`src/rtl/seven_segment_bcd_mux.sv`:
```
// Prescaled BCD up/down counter with a time-multiplexed 7-segment display output.
// Build option: define LEADING_ZERO_BLANK_EN to blank leading zero digits.
module seven_segment_bcd_mux #(
  parameter int MAX_COUNT = 10_000_000,
  parameter int DIGITS    = 4,
  parameter int MUX_DIV   = 1024
) (
  input  logic                clk,
  input  logic                rst,
  input  logic                ena,
  input  logic                count_en,
  input  logic                up_dn,
  input  logic                load,
  input  logic [4*DIGITS-1:0] load_value,
  output logic [4*DIGITS-1:0] count,
  output logic                carry,
  output logic [6:0]          seg,
  output logic [DIGITS-1:0]   an
);
  localparam int PW = (MAX_COUNT > 1) ? $clog2(MAX_COUNT) : 1;
  localparam int MW = (MUX_DIV > 1) ? $clog2(MUX_DIV) : 1;
  localparam int IW = (DIGITS > 1) ? $clog2(DIGITS) : 1;

  logic [PW-1:0]       presc_q, presc_d;
  logic [4*DIGITS-1:0] count_q, count_d;
  logic                carry_q, carry_d;
  logic [MW-1:0]       div_q, div_d;
  logic [IW-1:0]       idx_q, idx_d;
  logic [6:0]          seg_q, seg_d;
  logic [DIGITS-1:0]   an_q, an_d;

  logic                tick;
  logic [4*DIGITS-1:0] load_clean, count_up, count_dn;
  logic [DIGITS:0]     up_chain, dn_chain;
  logic [DIGITS-1:0]   blank;
  logic [3:0]          sel_digit;

  assign tick        = (presc_q == PW'(MAX_COUNT - 1));
  assign up_chain[0] = 1'b1;
  assign dn_chain[0] = 1'b1;

  // A digit steps only when every less significant digit is wrapping.
  genvar gi;
  generate
    for (gi = 0; gi < DIGITS; gi++) begin : g_digit
      logic [3:0] lv;
      logic [3:0] cur;
      assign lv  = load_value[4*gi +: 4];
      assign cur = count_q[4*gi +: 4];
      assign load_clean[4*gi +: 4] = (lv > 4'd9) ? 4'd0 : lv;
      assign up_chain[gi+1] = up_chain[gi] && (cur == 4'd9);
      assign dn_chain[gi+1] = dn_chain[gi] && (cur == 4'd0);
      assign count_up[4*gi +: 4] = !up_chain[gi] ? cur : ((cur == 4'd9) ? 4'd0 : cur + 4'd1);
      assign count_dn[4*gi +: 4] = !dn_chain[gi] ? cur : ((cur == 4'd0) ? 4'd9 : cur - 4'd1);
    end
  endgenerate

`ifdef LEADING_ZERO_BLANK_EN
  // upper_zero[i]: digit i and everything above it are zero; digit 0 never blanks.
  logic [DIGITS:1] upper_zero;
  assign upper_zero[DIGITS] = 1'b1;
  assign blank[0] = 1'b0;
  generate
    for (gi = 1; gi < DIGITS; gi++) begin : g_blank
      assign upper_zero[gi] = upper_zero[gi+1] && (count_q[4*gi +: 4] == 4'd0);
      assign blank[gi]      = upper_zero[gi];
    end
  endgenerate
`else
  assign blank = '0;
`endif

  function automatic logic [6:0] seg_of(input logic [3:0] d);
    case (d)
      4'd0:    seg_of = 7'h3F;
      4'd1:    seg_of = 7'h06;
      4'd2:    seg_of = 7'h5B;
      4'd3:    seg_of = 7'h4F;
      4'd4:    seg_of = 7'h66;
      4'd5:    seg_of = 7'h6D;
      4'd6:    seg_of = 7'h7D;
      4'd7:    seg_of = 7'h07;
      4'd8:    seg_of = 7'h7F;
      4'd9:    seg_of = 7'h6F;
      default: seg_of = 7'h00;
    endcase
  endfunction

  always_comb begin
    presc_d   = presc_q;
    count_d   = count_q;
    carry_d   = 1'b0;
    div_d     = div_q;
    idx_d     = idx_q;
    seg_d     = seg_q;
    an_d      = an_q;
    sel_digit = count_q[4*idx_q +: 4];
    if (ena) begin
      if (load) begin
        presc_d = '0;
        count_d = load_clean;
      end else begin
        presc_d = tick ? '0 : presc_q + 1'b1;
        if (tick && count_en) begin
          count_d = up_dn ? count_up : count_dn;
          carry_d = up_dn ? up_chain[DIGITS] : dn_chain[DIGITS];
        end
      end
      if (div_q == MW'(MUX_DIV - 1)) begin
        div_d = '0;
        idx_d = (idx_q == IW'(DIGITS - 1)) ? '0 : idx_q + 1'b1;
      end else begin
        div_d = div_q + 1'b1;
      end
      an_d  = DIGITS'(1) << idx_q;
      seg_d = blank[idx_q] ? 7'h00 : seg_of(sel_digit);
    end
  end

  always_ff @(posedge clk or posedge rst) begin
    if (rst) begin
      presc_q <= '0;
      count_q <= '0;
      carry_q <= 1'b0;
      div_q   <= '0;
      idx_q   <= '0;
      seg_q   <= 7'h00;
      an_q    <= '0;
    end else begin
      presc_q <= presc_d;
      count_q <= count_d;
      carry_q <= carry_d;
      div_q   <= div_d;
      idx_q   <= idx_d;
      seg_q   <= seg_d;
      an_q    <= an_d;
    end
  end

  assign count = count_q;
  assign carry = carry_q;
  assign seg   = seg_q;
  assign an    = an_q;
endmodule

```
`config.mk`:
```
export PLATFORM = sky130hd
export DESIGN_NAME = seven_segment_bcd_mux
export DESIGN_NICKNAME = d
export VERILOG_FILES = /design/src/rtl/seven_segment_bcd_mux.sv
export SDC_FILE = /design/constraint.sdc
export NUM_CORES = 1
export LEC_CHECK = 0
export BUFFER_PORTS_ARGS = -buffer_cell sky130_fd_sc_hd__buf_2
export CORE_MARGIN = 2
export CORE_UTILIZATION = 50
export CTS_BUF_LIST = sky130_fd_sc_hd__clkbuf_4 sky130_fd_sc_hd__clkbuf_8 sky130_fd_sc_hd__clkbuf_16
export CTS_CLUSTER_SIZE = 16
export DETAILED_ROUTE_END_ITERATION = 10
export PLACE_DENSITY = 0.7
export SYNTH_ARGS = -nofsm -noshare
export SYNTH_HDL_FRONTEND = slang
export SYNTH_SLANG_ARGS = --single-unit
```
`constraint.sdc`:
```
create_clock -name clk -period 2.1 [get_ports clk]
set_input_delay 0 -clock clk [delete_from_list [all_inputs] [get_ports clk]]
set_output_delay 0 -clock clk [all_outputs]
set_load 0.03 [all_outputs]
```
* After elaboration in Yosys (flattened, before gate mapping)
Memories as Yosys holds them, arrays and structs flattened. A register that Yosys moved wholly into a read port is not among the register bits. Cells that the tools add are included.
Storage, ports and cells: register bits 57, ROM bits 112, output and inout port bits 28, memories 1
Memory list:
- (name not given) | words 16, bits a word 7, read ports 1, clocked after memory_dff 1, write ports 0, line 74 | case (d)
Cells by class: multiplexer cells 29, eq/ne operators 10, shifts and indexed selects 2, $add $sub $neg 11, magnitude comparators 4, reduce and logical (&&, ||, !) cells 20
Operators by type and width (count):
- 4-bit 2-to-1 mux | 18
- 16-bit 2-to-1 mux | 3
- 24-bit 2-to-1 mux | 2
- 24-bit by 1-bit adder with 24-bit output (second input constant) | 1
- 24-bit equality test (second input constant) | 1
- 4-bit by 1-bit adder with 4-bit output (second input constant) | 4
- 4-bit equality test (second input constant) | 4
- 4-bit greater-than comparator (second input constant) | 4
- 4-bit logical NOT | 4
- 16-bit by 5-bit indexed part select with 4-bit output | 1
- 4-bit by 1-bit subtractor with 4-bit output (second input constant) | 4
- 4-bit AND reduction | 3
- 10-bit by 1-bit adder with 10-bit output (second input constant) | 1
- 10-bit equality test (second input constant) | 1
- 10-bit 2-to-1 mux | 1
- 3-bit by 1-bit != test with 1-bit output (second input constant) | 3
- 3-bit nonzero test | 3
- 1-bit logical AND | 7
- 1-bit 2-to-1 mux | 4
- 2-bit AND reduction | 2
- 1-bit by 2-bit << shifter with 4-bit output (first input constant) | 1
- 2-bit by 1-bit adder with 2-bit output (second input constant) | 1
- 2-bit equality test (second input constant) | 1
- 2-bit 2-to-1 mux | 1
- 2-bit nonzero test | 1

* Depth between registers and ports, before layout
Gate-level depths: netlist of run 1.
word-level depth 8, gate-level depth with buffers 8, depth with buffers taken out 7

* Worst setup path before layout of run 1
OpenSTA, ideal clock, no wires.
kind register to register, start register count_q[12], in the netlist count[12], end register seg_q[1], in the netlist seg[1], buffers on the path 1, data arrival time 1928 ps, cell stages (with the launch flop) 8, path slack 89 ps, data required time 2017 ps, clock period less this slack 2011 ps, cell sequence dfrtp_1 clkbuf_1 mux4_2 inv_1 ha_1 o21ai_0 nand3_1 o21ai_0
On the way: longest elaborated chain between the ends 1
RTL lines:
- from (decl) | line 25 | logic [4*DIGITS-1:0] count_q, count_d;
- from (signal assigned) | line 131 | count_q <= count_d;
- 16-bit by 5-bit indexed part select with 4-bit output | line 97 | sel_digit = count_q[4*idx_q +: 4];
- to (decl) | line 29 | logic [6:0] seg_q, seg_d;
No other way between the ends. A chain may end at the register's enable or synchronous reset.

* Final worst setup path of run 1
start register count_q[1], in the netlist count[1], end register count_q[8], in the netlist count[8]
On the way: longest elaborated chain between the ends 4, elaborated cells between the ends (all ways) 7, those cells by class eq/ne (2); reduce/logical (5)
RTL lines (line):
- 4-bit equality test / 4-bit logical NOT (equally long branches) | 51, 52
- 1-bit logical AND, on equally long branches | 51, 52
- 3-bit by 1-bit != test with 1-bit output (no line) / 3-bit nonzero test (equally long branches)
- 4-bit AND reduction (no line) (*)
Every way passes the cells marked *; elsewhere a longest branch is shown, timed or not.

==> impl_summary.md, run 1 <==
Critical path
The endpoint kind of the worst setup timing path is a register. The critical path is of the reg -> reg type. For the worst setup path, the data arrival time is 2190 ps. The critical path required time is 2340 ps.

The maximum fanout count along the critical path is 9. The kind of start point of the critical path is a register.

Drt
The remaining number of nets flagged by the antenna check after routing is 0. Dividing the detail-routed via count by the number of cells gives 6.08. Before antenna repair, the detailed router went through 5 iterations. The initial DRC count is 293. After detailed routing, the total wire length is 11,400 um.

The total number of vias is 4,056. Dividing the detail-routed wire length by the instance count gives 17.0 um. In the routed design, unresolved DRC markers number 0.

Floorplan
Row generation in the floorplan step produced 34 rows. The starting density of the core is 52.0%. The count of boundary I/O pins is 50. The standard cell core area is 0.00881 mm^2. Measured along the x axis, the die boundary spans 99.7 um. The area of the die is 0.00993 mm^2. The height of the chip is 99.7 um.

Logic synthesis
Counting flops and latches in the post-synthesis netlist gives 64. The xor and xnor area share after synthesis is 5.93%. dfrtp_1 takes more of the synthesized area than any other cell. A synthesized cell averages 9.13 um^2. For this run, the number of Yosys warnings is 0.

The predominant post-synthesis flop cell is dfrtp_1. After synthesis, the most frequently instantiated cells are dfrtp_1 (64), nor2_1 (60), o21ai_0 (25). Counting flops with a built-in enable in the synthesized netlist gives 0.

Counting flops with an async set or reset pin after synthesis yields a share of 100%. The portion of netlist area occupied by mux cells is 5.50%. The main combinational cell family by area after synthesis is simple AND/OR/NAND/NOR gates. The total standard cell area after synthesis is 0.00458 mm^2.

Counting distinct cell types in the post-synthesis netlist gives 73. Synthesis produced a netlist with a net count of 535. Summing the areas of all and, or, nand and nor instances in the mapped netlist gives 27.8% of the synthesized area. The synthesized instance count is 501.

Summing the areas of all compound-gate instances in the mapped netlist gives 16.6% of the synthesized area. The fraction of post-synthesis cell area in the top cell type by area is 35.0%. Yosys attributes the largest share of cell area to dfrtp_1 (35%), nor2_1 (4.9%), xnor2_1 (4.6%), ha_1 (3.3%), o21ai_0 (2.7%). Of the total synthesized cell area, the portion taken by full adders, half adders and majority gates is 3.28%.

The most common cell in the synthesized netlist is dfrtp_1. The share of the Yosys chip area taken by registers is 35.0%.

Clocking
The clock transition time at the flip-flop clock pins of the worst setup and hold paths is 80 ps. The count of buffers added by post-CTS timing repair for setup is 0. TritonCTS built the clock tree. The clock net sink count is 64. The clock passes through at most 2 buffers. The clock tree synthesis step divided the H-tree into 3 levels. At the later pin of the worst-skew pair, clock insertion delay measures 350 ps.

The tree is rooted in a clkbuf_8. In this run, CTS created clock tree buffers numbering 9.

Cells and area
The signed area change from the synthesized netlist to the final layout is 15.2%. The final non-filler cell area is 0.00527 mm^2. The number of antenna repair diodes is 0. The post-route netlist has 24.3% of its cells at a drive strength greater than 1. Cells fill 59.9% of the core in the end. In the final design database the tool counted 588 nets.

Global routing
The first global-routing pass estimated 19,100 um of wire. The initial antenna violation count is 0. For this run the aggregate overflow at the end of global routing stands at 0. Entering global routing, the biggest net connects 42 pins. The via count of the first global-routing pass came to 3,825. The overall global routing resource usage is 24.1%.

Timing
The final setup violation count is 0. The final worst setup slack is 150 ps. Across all hold checks on the routed design, the worst slack comes to 13.6 ps. The number of endpoints with negative hold slack in the final report is 0. The clock arrives with 9.98 ps of skew.

The smallest clock period supported by the final layout is computed as 1950 ps. The final count of pins violating max slew was 0. The transition time at the pin with the least slew margin is 570 ps. The worst pin sits at a relative slew slack of 62.0%. For the final routed database, the setup TNS stands at 0 ps. The peak clock frequency supported by timing is 513 MHz. The portion of the clock cycle consumed by the worst path in the final layout is 92.9%. Setup repair after global routing left no endpoint under its margin.

Power and ir drop
The analysis attributes to cell leakage a power of 2.29 nW. Of the total power, combinational logic draws 32.6%. The internal portion of the total power is 0.00265 W. The clock network burns 29.1% of the power. The register share of total power is 38.3%. The switching power is 0.00159 W. The power per cell area is 803 mW/mm^2. The net switching share of the total power is 37.5%. Across the VDD grid, the largest voltage drop is 489 uV.

Placed design
After detailed placement, the total cell area comes to 0.00500 mm^2. Routability-driven placement finished with a final weighted congestion of 0.900. In this run the tool buffered the top-level ports with 49 buffer cells. Before CTS, the worst setup slack after placement is 93.4 ps.

Detailed placement ended at an HPWL of 7950 um.

Status
The flow ran to the end, and the final reports show no timing, DRC or antenna violations.

Run
The number of max-capacitance violations reported is 0.

Worst hold path
The type of the most critical hold path is in -> reg.
## worst max-delay path, cell delays in order (launching register included)
cell and delay [ps]:
dfrtp_2 500, buf_4 170, nor2_1 210, nand4_1 200, a211oi_4 370, o21ai_1 90, a211o_1 300
## registers in the layout (all words and copies together), names as in the netlist
signal   count
presc_q     24
idx_q        2
carry        1
div_q       10
an           4
count       16
seg          7
## cells by family after synthesis
group	after synthesis
xor gates and xnor gates	31
and+or+nand+nor	203
adders and majority gates	12
muxes	19
buffers and inverters	61
AOI/OAI and AO/OA	111
DFF	64
## power by group through the flow
stage | clock network [W] | registers, W | logic [W]
finish | 0.00123 | 0.00162 | 0.00138
global route | 0.00131 | 0.00165 | 0.00152
global placement | 0 | 0.00163 | 0.00132
CTS | 0.00126 | 0.00162 | 0.00138
floorplan | 0 | 0.00176 | 0.000809
detailed placement | 0 | 0.00164 | 0.00137
## area by class of cell
type,count,area [um^2]
fillers,759,3530
multi-input cells,376,2710
flip-flops and latches,64,1600
repair buffers,80,513
well taps,108,135
clock buffers,9,124
clock inverters,7,103
inverters,23,86.3
## layer usage
| layer | vias to the layer above | wire length (um) | track usage [%] |
|---|---|---|---|
| li1 | 1922 | - | - |
| met3 | 12 | 490 | 4.01 |
| met5 | - | 0 | 0 |
| met4 | 0 | 137 | 6.95 |
| met1 | 1999 | 5090 | 32.6 |
| met2 | 123 | 5660 | 40.0 |
## timing repair
action	in CTS	in global routing
endpoints found under the setup margin	0	36
endpoints found under the hold margin	26	0
hold buffers	4	0
gates resized for setup	0	3
## metrics by stage
stage | total power, W | std cells
2_1_floorplan | 0.00257 | 501
3_3_place_gp | 0.00295 | 647
3_5_place_dp | 0.00301 | 647
4_1_cts | 0.00425 | 667
5_1_grt | 0.00447 | 667
6_report | 0.00423 | 667
## worst paths after layout
kind                       cells after the start                  from              endpoint  slack [ps]
min reg2reg                                    1  div_q[8]$_DFFE_PP0P_  div_q[8]$_DFFE_PP0P_         480
min                                            3         load_value[4]  count[4]$_DFFE_PP0P_          10
max in group asynchronous                      4                   rst  count[1]$_DFFE_PP0P_        1250
min in group asynchronous                      3                   rst  div_q[3]$_DFFE_PP0P_         230
max                                            6  count[1]$_DFFE_PP0P_  count[8]$_DFFE_PP0P_         150
max reg2reg                                    6  count[1]$_DFFE_PP0P_  count[8]$_DFFE_PP0P_         150
## cells in the final DEF, fill, tap and decap left out, types with 11 or more instances in the layout
cell	instances
dfrtp_1	62
nor2_1	60
buf_2	49
o21ai_0	25
buf_4	25
nand2_1	24
xnor2_1	24
inv_1	22
a21oi_1	20
nor3_1	17
nand3_1	16
ha_1	12
nand4_1	11
nand2b_1	11
No activity file was read; power rests on OpenSTA's default activity.
==> inputs of run 2 (changes only) <==
==> constraint.sdc (replaced) <==
create_clock -name clk -period 1.8 [get_ports clk]
set_input_delay 0 -clock clk [delete_from_list [all_inputs] [get_ports clk]]
set_output_delay 0 -clock clk [all_outputs]
set_load 0.03 [all_outputs]
==> impl_summary.md, run 2 (synthesis results as in run 1) <==
Status
The run finished, with violations left. The checks that failed: setup timing.

Drt
The mean routed wirelength per cell came to 16.1 um (-5.6%). The remaining number of nets flagged by the antenna check after routing is 0 (unchanged). The DRC violation count after routing came to 0 (unchanged). The total number of vias is 4,074 (+0.44%). The wire length after detailed routing is 11,300 um (-0.41%). The via-per-instance ratio is 5.79 (-4.8%). The initial DRC count is 247 (-16%). The count of TritonRoute iterations in the first routing pass came to 5 (unchanged).

Placed design
The estimated wirelength of the detail-placed design was 8260 um (+3.9%). The post-placement worst setup slack came to -52.8 ps (-146 ps). The final RePlAce weighted congestion is 0.939 (+4.4%).

The number of port buffers is 49 (unchanged).

Global routing
The pin count of the biggest net entering global routing is 47 (+12%). The sum of overflow across all layers after global routing came to 0 (unchanged). The initial antenna violation count is 0 (unchanged). The global-route wire length before repair is 19,000 um (-0.65%). The overall global routing resource usage is 23.3% (-0.74 points). The via count of the first global-routing pass is 3,989 (+4.3%).

Critical path
The critical path required time is 2040 ps (-300 ps). The kind of start point of the critical path is a register. The worst setup path is captured at a register.

The signal on the critical path passes through nor4b_4 > buf_4 > nand3_4 > o31a_1 > nand2b_4 > mux2i_1. On the critical path the largest part of the delay comes from simple AND/OR/NAND/NOR gates. The maximum fanout count along the critical path is 5 (-4). The length in cells of the worst reg-to-reg path was 6 (unchanged). The endpoint identified for the worst register-to-register timing path is count[4]$_DFFE_PP0P_. The slowest stage of the critical path belongs to the cell dfrtp_1.

The setup slack on the worst flop-to-flop path is -70 ps (-220 ps). The delay of the slowest cell on the worst path came to 410 ps (-90 ps). The worst path arrival time came to 2110 ps (-80 ps). The classification of the worst setup path is reg -> reg.

The critical path buffer and inverter count is 1 (unchanged). The worst register-to-register path begins at presc_q[7]$_DFFE_PP0P_.

Timing
The worst slew slack as a fraction of its limit is 63.9% (+1.9 points). The peak clock frequency supported by timing is 534 MHz (+4.2%). The transition time at the pin with the least slew margin is 536 ps (-34.3 ps). The final setup violation count is 8 (+8). The final worst setup slack is -71.5 ps (-221 ps). Setup repair after global routing could not meet its margin everywhere.

The final count of pins violating max slew is 0 (unchanged). The number of endpoints with negative hold slack in the final report is 0 (unchanged). The final worst clock skew is 8.53 ps (-1.45 ps). The clock period minus final worst setup slack was 1870 ps (-78.8 ps). The portion of the clock cycle consumed by the worst path in the final layout is 104% (+11 points).

Clocking
The root buffer cell is clkbuf_8. The maximum number of buffers from clock root to sink is 2 (unchanged). TritonCTS built the clock tree. The clock transition time at the flip-flop clock pins of the worst setup and hold paths is 70 ps (about the same). The number of levels the H-tree was split into was 3 (unchanged). The clock insertion delay at the later pin of the skew report is 340 ps (about the same). The clock net sink count came to 64 (unchanged).

The CTS buffer count is 9 (unchanged).

Worst hold path
In this run the most critical hold path is launched from load_value[6]. For hold timing, the worst endpoint is count[6]$_DFFE_PP0P_. The tightest min-delay check is of the in -> reg type.

The count of cells along the worst hold path came to 3 (unchanged).

Cells and area
The sequential cell area is 0.00161 mm^2 (+0.47%). Ranked by flip-flop count, first place goes to presc_q. The number of antenna repair diodes is 0 (unchanged). The number of filler instances in the final layout was 734 (-3.3%).

The area occupied by multi-input gates is 0.00280 mm^2 (+3.3%). Leaving out fill and tap cells, the most frequent cells in the layout are buf_4 (65), nor2_1 (60), dfrtp_1 (56), buf_2 (49). The final design utilization was 63.6% (+3.7 points). Leaving out fill and tap cells, the most frequent cell in the layout is buf_4.

The flip-flop count of the largest register after layout came to 24 (unchanged). The final net count is 627 (+6.6%). The share of post-route cells with drive strength above 1 came to 33.1% (+8.7 points). Relative to the synthesized area, the layout overhead comes to 22.4%.

Power and ir drop
The power per cell area came to 850 mW/mm^2 (+5.9%). The static power due to leakage is 2.47 nW (+7.8%). The worst ir drop on vdd is 439 uV (-10%).

Floorplan
The width of the chip is 99.7 um (unchanged). The area of the die came to 0.00993 mm^2 (unchanged). The floorplan row count was 34 (unchanged). The height of the chip was 99.7 um (unchanged). The starting density of the core is 52.0% (unchanged). The count of boundary I/O pins is 50 (unchanged).

The standard cell core area is 0.00881 mm^2 (unchanged).

Run
The number of max-capacitance violations reported is 0 (unchanged).
-- run 2: changes by cell type in the layout (fill, tap and decap cells not counted), moves of 3 or more --
| cell | delta |
|---|---|
| buf_4 | +40 |
| dfrtp_1 | -6 |
| dfrtp_2 | +6 |
| ha_1 | -3 |
| o21ai_0 | -5 |
| o21ai_2 | +3 |
| o31ai_1 | -3 |
| o31ai_2 | +3 |
-- run 2: per-stage QoR --
stage	hold slack, ps	total power, W	TNS, ps	instances	instance area, um^2
after floorplan	177	0.00305	-324	501	4630
after global placement	22.5	0.00352	0	679	5260
after detailed placement	32.0	0.00358	-193	679	5260
after CTS	8.92	0.00472	-49.5	701	5500
after global routing	38.4	0.00504	-1940	704	5600
final	19.2	0.00476	-249	704	5600
-- run 2: final cells by class --
type	count	area share [%]
sequential	64	28.8
clock inverter	3	0.358
multi-input combinational	376	49.9
inverter	23	1.59
tap	108	2.41
timing repair buffer	119	14.3
clock buffer	11	2.59
-- run 2: metal layers --
| layer | vias up | wire length [um] | track usage [%] | part of all wire, % |
|---|---|---|---|---|
| met2 | 124 | 5620 | 39.2 | 50 |
| li1 | 1987 | - | - | - |
| met1 | 1934 | 4900 | 30.8 | 43 |
| met3 | 29 | 503 | 3.72 | 4.4 |
| met4 | 0 | 299 | 7.90 | 2.6 |
| met5 | - | 0 | 0 | 0 |
-- run 2: worst max path at each step --
stage	start	end	slack, ps	depth (start not counted)
final	presc_q[7]$_DFFE_PP0P_	count[4]$_DFFE_PP0P_	-70	6
after global routing	presc_q[7]$_DFFE_PP0P_	count[4]$_DFFE_PP0P_	-130	6
after global placement	count[4]$_DFFE_PP0P_	count[8]$_DFFE_PP0P_	10	5
after CTS	count[5]$_DFFE_PP0P_	count[8]$_DFFE_PP0P_	-30	6
after floorplan	count[12]$_DFFE_PP0P_	seg[3]$_DFFE_PP0P_	-80	7
after detailed placement	count[4]$_DFFE_PP0P_	count[8]$_DFFE_PP0P_	-50	5
-- run 2: report_power, final --
part / switching [W] / total [W] / leakage [nW] / internal (W)
registers: 0.000201 / 0.00184 / 0.824 / 0.00164
logic: 0.00104 / 0.00183 / 1.57 / 0.000788
clock network: 0.000557 / 0.00109 / 0.0807 / 0.000535
total: 0.00180 / 0.00476 / 2.47 / 0.00296
-- run 2: what timing repair did --
action                                  in CTS  in global routing
pin swaps                                    6                 12
gates resized for setup                      3                 21
setup buffers                                5                  4
gates cloned                                 0                  0
hold endpoints to repair                    20                  0
hold buffers                                 3                  0
endpoints found under the setup margin      12                 41
-- run 2: worst register-to-register path: stages, from the launching register on --
cell	delay, ps
dfrtp_1	410
nor4b_4	350
buf_4	180
nand3_4	90
o31a_1	370
nand2b_4	190
mux2i_1	180
==> inputs of run 3 (changes only) <==
--- a/config.mk
+++ b/config.mk
@@ -6,9 +6,9 @@
 export NUM_CORES = 1
 export LEC_CHECK = 0
 export BUFFER_PORTS_ARGS = -buffer_cell sky130_fd_sc_hd__buf_2
-export CORE_MARGIN = 2
+export CORE_MARGIN = 3
 export CORE_UTILIZATION = 50
-export CTS_BUF_LIST = sky130_fd_sc_hd__clkbuf_4 sky130_fd_sc_hd__clkbuf_8 sky130_fd_sc_hd__clkbuf_16
+export CTS_BUF_LIST = sky130_fd_sc_hd__clkbuf_4 sky130_fd_sc_hd__clkbuf_8
 export CTS_CLUSTER_SIZE = 16
 export DETAILED_ROUTE_END_ITERATION = 10
 export PLACE_DENSITY = 0.7
==> impl_summary.md, run 3 (synthesis results as in run 1) <==
Power and ir drop
The worst ir drop on vdd is 525 uV (+19%). The static power due to leakage is 2.52 nW (+2.0%). The logic gate share of total power is 37.3% (-1.2 points). The portion of total power attributed to the clock network is 25.6% (+2.6 points). The power per cell area was 878 mW/mm^2 (+3.2%). The cell-internal power is 0.00314 W (+6.0%). The net switching share of the total power is 37.3% (-0.52 points). The switching power is 0.00187 W (+3.7%). The register share of total power is 37.1% (-1.5 points).

Clocking
The clock tree from TritonCTS is yes. The clock net sink count is 64 (unchanged). The clock insertion delay at the later pin of the skew report came to 350 ps (about the same).

The CTS buffer count is 9 (unchanged). The root buffer cell chosen for the clock tree is clkbuf_8. The maximum number of buffers from clock root to sink is 2 (unchanged). The number of levels the H-tree was split into is 3 (unchanged). The clock transition time at the flip-flop clock pins of the worst setup and hold paths is 80 ps (about the same).

Placed design
The final RePlAce weighted congestion was 0.939 (about the same). The number of port buffers is 49 (unchanged). The estimated wirelength of the detail-placed design is 8300 um (+0.51%).

Critical path
The critical path buffer and inverter count is 0 (-1). The critical path required time is 2040 ps (about the same). The signal on the critical path passes through and4bb_2 > nand4_1 > a211oi_4 > o21ai_1 > a211o_1. The endpoint kind of the worst setup timing path is a register.

The cell with the largest stage delay on the worst path is dfrtp_2. The delay of the slowest cell on the worst path came to 470 ps (+60 ps). The worst path arrival time is 2090 ps (-20 ps). The maximum fanout count along the critical path is 6 (+1). The kind of start point of the critical path is a register. The category of cells accounting for the largest share of critical-path delay is compound AO/OA/AOI/OAI gates. The worst setup path is of the reg -> reg kind.

Timing
The worst slew slack as a fraction of its limit is 72.3% (+8.4 points). The transition time at the pin with the least slew margin came to 411 ps (-125 ps). The portion of the clock cycle consumed by the worst path in the final layout is 103% (-1.4 points). The final count of pins violating max slew was 0 (unchanged).

The peak clock frequency supported by timing is 542 MHz (+1.4%). The final worst clock skew is 14.1 ps (+5.56 ps). The clock period minus final worst setup slack is 1850 ps (-25.6 ps).

The final sum of negative setup slack is -255 ps (-6.45 ps). The number of endpoints with negative hold slack in the final report is 0 (unchanged). The worst hold margin was 19.6 ps (+0.369 ps).

Setup repair after global routing could not meet its margin everywhere. The final worst setup slack was -45.8 ps (+25.6 ps). The final setup violation count is 8 (unchanged).

Status
The final reports fail on setup timing. The flow ran to the end, but the final reports show violations.

Cells and area
The flip-flop count of the largest register after layout is 24 (unchanged). The final design utilization is 64.7% (+1.2 points). The number of filler instances in the final layout came to 717 (-2.3%). The register with the most flip-flops is presc_q. The number of antenna repair diodes is 0 (unchanged). The final net count is 630 (+0.48%). In the layout the commonest cells are buf_4 (66), nor2_1 (59), dfrtp_1 (56), buf_2 (49). The most common cell after layout, fill and taps aside is buf_4. The share of post-route cells with drive strength above 1 is 34.4% (+1.4 points). The signed area change from the synthesized netlist to the final layout is 24.6%.

Drt
The mean routed wirelength per cell is 16.5 um (+2.3%). The count of TritonRoute iterations in the first routing pass is 4 (-1). The via-per-instance ratio is 5.85 (+1.1%). The total number of vias is 4,149 (+1.8%). The wire length after detailed routing is 11,700 um (+3.0%). The DRC violation count after routing is 0 (unchanged). The initial DRC count is 262 (+6.1%). The remaining number of nets flagged by the antenna check after routing is 0 (unchanged).

Global routing
The met2 routing resource usage after global routing is 39.4% (+0.25 points). The overall global routing resource usage is 23.2% (-0.18 points). The sum of overflow across all layers after global routing came to 0 (unchanged).

The via count of the first global-routing pass is 4,060 (+1.8%). The global routing usage on met1 is 29.8% (-1.0 points). The met3 global-route usage is 3.03% (-0.69 points). met2 is the most crowded layer. The global-route wire length before repair was 19,200 um (+1.1%). The initial antenna violation count is 0 (unchanged).

The pin count of the biggest net entering global routing is 41 (-13%).

Floorplan
The starting density of the core came to 52.0% (unchanged). The floorplan row count is 34 (unchanged). The height of the chip is 102 um (+2.0%). The standard cell core area is 0.00881 mm^2 (unchanged). The count of boundary I/O pins is 50 (unchanged). The area of the die is 0.0103 mm^2 (+4.1%).

The width of the chip was 102 um (+2.0%).

Worst hold path
The type of the most critical hold path is in -> reg.

Run
The number of max-capacitance violations reported is 0 (unchanged).
-- run 3: final cells by class --
cell class,count,area [um^2],share of cell area [%]
multi-input cells,376,2840,49.7
clock inverters,5,56.3,0.987
repair buffers,122,832,14.6
flip-flops and latches,64,1610,28.3
inverters,23,86.3,1.51
clock buffers,11,145,2.55
well taps,108,135,2.37
-- run 3: power groups by stage --
stage	clock network [W]	logic (W)	registers, W
final	0.00128	0.00187	0.00186
after global placement	0	0.00164	0.00187
after CTS	0.00131	0.00175	0.00185
after detailed placement	0	0.00169	0.00188
after global routing	0.00137	0.00204	0.00187
after floorplan	0	0.000982	0.00207
-- run 3: per-layer routing --
| layer | vias to the layer above | wire length, um | part of all wire, % |
|---|---|---|---|
| met5 | - | 0 | 0 |
| met4 | 0 | 268 | 2.3 |
| met3 | 27 | 528 | 4.5 |
| met2 | 110 | 5950 | 51 |
| met1 | 2016 | 4930 | 42 |
| li1 | 1996 | - | - |
-- run 3: worst paths after layout --
check	startpoint	to	slack [ps]	cells past startpoint
max	count[5]$_DFFE_PP0P_	count[8]$_DFFE_PP0P_	-50	5
min	load_value[6]	count[6]$_DFFE_PP0P_	20	3
max reg2reg	count[5]$_DFFE_PP0P_	count[8]$_DFFE_PP0P_	-50	5
min reg2reg	seg[6]$_DFFE_PP0P_	seg[6]$_DFFE_PP0P_	480	1
max in group asynchronous	rst	idx_q[0]$_DFFE_PP0P_	1090	4
min in group asynchronous	rst	presc_q[6]$_DFFE_PP0P_	180	3
-- run 3: repair_timing --
item                                   in CTS  in global routing
endpoints found under the hold margin      54                  0
resized for setup                           6                 25
hold buffers                                4                  0
pin swaps                                   9                 15
gates cloned                                0                  0
setup endpoints to repair                  34                 45
setup buffers                               3                  6
-- run 3: metrics by stage --
step / total power (W) / worst slack (ps) / instances / area (um^2)
2_1_floorplan: 0.00305 / -82.7 / 501 / 4630
3_3_place_gp: 0.00351 / -29.1 / 680 / 5270
3_5_place_dp: 0.00357 / -86.5 / 680 / 5270
4_1_cts: 0.00490 / -60.0 / 703 / 5540
5_1_grt: 0.00528 / -143 / 709 / 5700
6_report: 0.00501 / -45.8 / 709 / 5700
-- run 3: worst register-to-register path, delay by kind of cell (launching register included) --
family,cells,cell delay (ps)
AO/OA/AOI/OAI,3,790
AND/OR/NAND/NOR,2,480
flip-flops,1,470
